==> src/rtl/adder_ctrl_defs.sv <==
// Shared control definitions for the adder datapath: FSM state encodings
// (also decoded by the LED display logic) and the default settle interval.
package adder_ctrl_defs;

  localparam int SETTLE_CYCLES_DEF = 4;
  localparam int CNT_W             = 4;

  typedef enum logic [2:0] {
    S_IDLE    = 3'b000,
    S_LOAD_A  = 3'b001,
    S_WAIT_B  = 3'b010,
    S_LOAD_B  = 3'b011,
    S_SETTLE  = 3'b100,
    S_CAPTURE = 3'b101,
    S_SHOW    = 3'b110
  } ctrl_state_e;

endpackage

==> src/rtl/step_edge_detect.sv <==
// Rising-edge detector for the debounced step button.
module step_edge_detect (
  input  logic clk,
  input  logic reset,
  input  logic step,
  output logic step_rise
);

  logic step_q;

  // Resetting to 1 means a button held through reset cannot produce an edge.
  always_ff @(posedge clk) begin
    if (reset) step_q <= 1'b1;
    else       step_q <= step;
  end

  assign step_rise = step & ~step_q;

endmodule

==> src/rtl/adder_sequencer.sv <==
// Step-driven sequencer: loads operand A, then B, waits for the adder to
// settle, captures sum/carry and holds it for display.
module adder_sequencer
  import adder_ctrl_defs::*;
#(
  parameter int WIDTH         = 5,
  parameter int SETTLE_CYCLES = SETTLE_CYCLES_DEF
) (
  input  logic             clk,
  input  logic             reset,
  input  logic             step,
  input  logic [WIDTH-1:0] sw,
  input  logic [WIDTH:0]   sum_in,
  output logic [WIDTH-1:0] reg_data,
  output logic             en_a,
  output logic             en_b,
  output logic [WIDTH:0]   result,
  output logic [2:0]       state,
  output logic             busy,
  output logic             done
);

  localparam logic [CNT_W-1:0] CNT_LOAD = CNT_W'(SETTLE_CYCLES - 1);

  ctrl_state_e      state_q, state_d;
  logic [CNT_W-1:0] cnt_q, cnt_d;
  logic [WIDTH:0]   result_q, result_d;
  logic             step_rise;

  step_edge_detect u_step_edge (
    .clk      (clk),
    .reset    (reset),
    .step     (step),
    .step_rise(step_rise)
  );

  always_ff @(posedge clk) begin
    if (reset) begin
      state_q  <= S_IDLE;
      cnt_q    <= '0;
      result_q <= '0;
    end else begin
      state_q  <= state_d;
      cnt_q    <= cnt_d;
      result_q <= result_d;
    end
  end

  // Edges arriving outside IDLE/WAIT_B/SHOW are dropped, never queued.
  always_comb begin
    state_d  = state_q;
    cnt_d    = cnt_q;
    result_d = result_q;
    en_a     = 1'b0;
    en_b     = 1'b0;
    busy     = 1'b0;
    done     = 1'b0;
    case (state_q)
      S_IDLE: begin
        if (step_rise) state_d = S_LOAD_A;
      end
      S_LOAD_A: begin
        en_a    = 1'b1;
        state_d = S_WAIT_B;
      end
      S_WAIT_B: begin
        if (step_rise) state_d = S_LOAD_B;
      end
      S_LOAD_B: begin
        en_b    = 1'b1;
        cnt_d   = CNT_LOAD;
        state_d = S_SETTLE;
      end
      S_SETTLE: begin
        busy = 1'b1;
        if (cnt_q == '0) state_d = S_CAPTURE;
        else             cnt_d   = cnt_q - 1'b1;
      end
      S_CAPTURE: begin
        result_d = sum_in;
        state_d  = S_SHOW;
      end
      S_SHOW: begin
        done = 1'b1;
        if (step_rise) state_d = S_LOAD_A;
      end
      default: state_d = S_IDLE;
    endcase
  end

  assign reg_data = sw;
  assign result   = result_q;
  assign state    = state_q;

endmodule

==> config.mk <==
export PLATFORM = sky130hd
export DESIGN_NAME = adder_sequencer
export DESIGN_NICKNAME = d
export VERILOG_FILES = /design/src/rtl/adder_ctrl_defs.sv /design/src/rtl/step_edge_detect.sv /design/src/rtl/adder_sequencer.sv
export SDC_FILE = /design/constraint.sdc
export NUM_CORES = 1
export LEC_CHECK = 0
export ABC_AREA = 1
export CAP_MARGIN = 20
export CORE_MARGIN = 8
export CORE_UTILIZATION = 35
export DETAILED_ROUTE_END_ITERATION = 12
export GPL_ROUTABILITY_DRIVEN = 0
export PLACE_DENSITY_LB_ADDON = 0.3
export SLEW_MARGIN = 20
export SYNTH_ARGS = -nofsm -noshare
export SYNTH_HDL_FRONTEND = slang
export SYNTH_SLANG_ARGS = --single-unit
==> constraint.sdc <==
create_clock -name clk -period 1.15 [get_ports clk]
set_input_delay 0.1725 -clock clk [delete_from_list [all_inputs] [get_ports clk]]
set_output_delay 0.1725 -clock clk [all_outputs]
set_load 0.02 [all_outputs]
==> flow_summary.ini <==
[outcome]
outcome = complete, but fails checks
violations = setup timing

[cells_and_area]
multi_input_area_um2 = 403
post_route_cells_drive_above_1_share = 0.548
utilization = 0.663
regArea_um2 = 294
final_cell_mix = buf_4, dfxtp_1, inv_1, clkdlybuf4s50_1, a21oi_1
nFillCells = 152
final_net_count = 142
layout_commonest_cell = buf_4
n_antenna_cell = 0
syn_to_final_growth_pct = 75.2

[critical_path]
arrival_ps = 1070
r2r-end = cnt_q[2]
cp.required_ps = 980
worstReg2RegStart = state[2]
path_class = register to primary output
path_common_cell = buf_6
worstSetupStartpointType = register
r2r_setup_slack_ps = -70
critPathMaxFanout = 3
crit_chain = buf_6 > nand2_4 > nor2_4 > buf_6
slowest_delay_ps = 370
cp-end-kind = primary output
worst-r2r-cell-count = 9
slowest_stage = dfxtp_4

[route]
dr.pass1.iters = 4
ant_nets = 0
drt_iter0_drc = 10
wirelength_um = 1940
vias_per_cell = 4.60
drc = 0
wl_per_cell_um = 12.8
num_vias = 694

[global_routing]
grt_pass1_vias = 723
antenna_found_initial = 0
grt_first_pass_wirelength_um = 2970
gr-total-overflow = 0
grt_max_degree = 13
grt_usage = 0.108

[clock_network]
clk_pin_slew_ps = 80
clk_latency_ps = 280
cts_sinks = 14
cts_tree = yes
cts_max_level = 1
max-clock-path-buffers = 2
ctsHoldBuffers = 0
cts_root_buffer = clkbuf_4
cts_buffers = 3

[floorplan]
rows = 15
initial_core_util = 0.378
die-area_um2 = 3530
pin_count = 32
fp.dieH_um = 59.4
core_area_um2 = 1750
die_x_um = 59.4

[timing]
drv_slew = 0
worst_slack_ps = -95.1
fmax_ghz = 0.803
fin_crit_ps = 1250
whs_ps = 345
tightestPinTransition_ps = 271
setup_viol = 9
finClkSkew_ps = 2.03
rsz0062_at_grt = true
slew_headroom = 0.818
period_share = 1.08
hold_viol_final = 0

[synthesis]
yosysTopAreaCellShare = 0.424
synth_xor_area_frac = 0
synthAdderAreaFrac = 0.0189
synth_area_um2 = 661
yosys-mux-area-fraction = 0
synth_compound_area_frac = 0.138
synth_warnings = 0
synth_seq_area_share = 0.424
synth_nets = 103
syn_inst = 88
synthDistinctLibCells = 19
syn_avg_cell_area_um2 = 7.51
ys_ff_latch = 14
synth_top_family_by_area = simple AND/OR/NAND/NOR gates
yosysTopAreaCell = dfxtp_1
synthSimpleGateAreaFrac = 0.275
synth_area_leaders = dfxtp_1, a21oi_1, inv_1

[flow_run]
maxCapViolations = 0

[hold_path]
hold_path_class = primary input to primary output
hold_depth = 0
min_delay_worst_endpoint = reg_data[4]
worstHoldStart = sw[4]

[power]
power.leakage_nw = 0.478
power_density_nw_per_um2 = 823
peakVddDrop_mv = 0.782

[placement]
io_buffers = 21
dp_hpwl_um = 1340
power breakdown:
| part | internal, mW | total [mW] | switching (mW) |
|---|---|---|---|
| Combinational | 0.0585 | 0.109 | 0.0505 |
| Sequential | 0.484 | 0.492 | 0.00806 |
| Clock | 0.192 | 0.352 | 0.159 |
| Total | 0.735 | 0.953 | 0.218 |
synthesized netlist by cell type, drive strengths merged:
library cell  count
dfxtp            14
inv              14
nand2            14
a21oi            10
nand3             9
nor2              8
o21ai             7
buf               6
nor3              3
a31oi             1
ha                1
or2               1
flip-flops by register name (all words and copies together), names as in the netlist:
register / count
cnt_q: 4
u_step_edge.step_q: 1
state: 3
result: 6
how the worst max path moves through the flow:
stage               slack (ps)  startpoint  depth (start not counted)  endpoint
floorplan                  -10    state[1]                          8  cnt_q[3]
global placement          -260    state[1]                          4      busy
detailed placement        -280    state[0]                          3      en_a
CTS                        -80    state[1]                          4      en_a
global route              -140    state[2]                          4      busy
finish                    -100    state[2]                          4      busy
cells by family after synthesis:
family	after synthesis
simple gates	35
buf+inv	20
compound gates	18
flops	14
fa+ha+maj	1
per-stage QoR:
step	area (um2)	TNS, ps	setup WS (ps)	instances	power [mW]
floorplan	687	-17.7	-10.5	88	0.566
global placement	953	-1210	-263	137	0.591
CTS	1050	-258	-80.5	146	0.945
finish	1160	-484	-95.1	151	0.953
global route	1160	-1020	-140	151	1.00
detailed placement	953	-1260	-278	137	0.593
layout make-up:
| type | instances | area share |
|---|---|---|
| clock buffers | 4 | 0.0314 |
| multi-input cells | 54 | 0.348 |
| inverters | 14 | 0.0497 |
| repair buffers | 40 | 0.290 |
| flip-flops and latches | 14 | 0.254 |
| well taps | 25 | 0.0270 |
metal layers:
layer  part of all wire  global-route usage  up-vias
met2               0.53               0.191       20
met3              0.071              0.0434        4
met5                  0                   0        -
met4              0.026              0.0546        0
li1                   -                   -      356
met1               0.37               0.104      314
what timing repair did:
action | CTS | global route
setup buffers | 5 | 5
pin swaps | 4 | 9
endpoints found under the setup margin | 17 | 23
resized for setup | 53 | 36
worst max-delay path, delay by kind of cell (launching register included):
kind                   cells  cell delay (ps)
flip-flops                 1              370
buffers and inverters      2              230
AND/OR/NAND/NOR            2              190
Note: power is estimated with default switching activity, not from simulation.
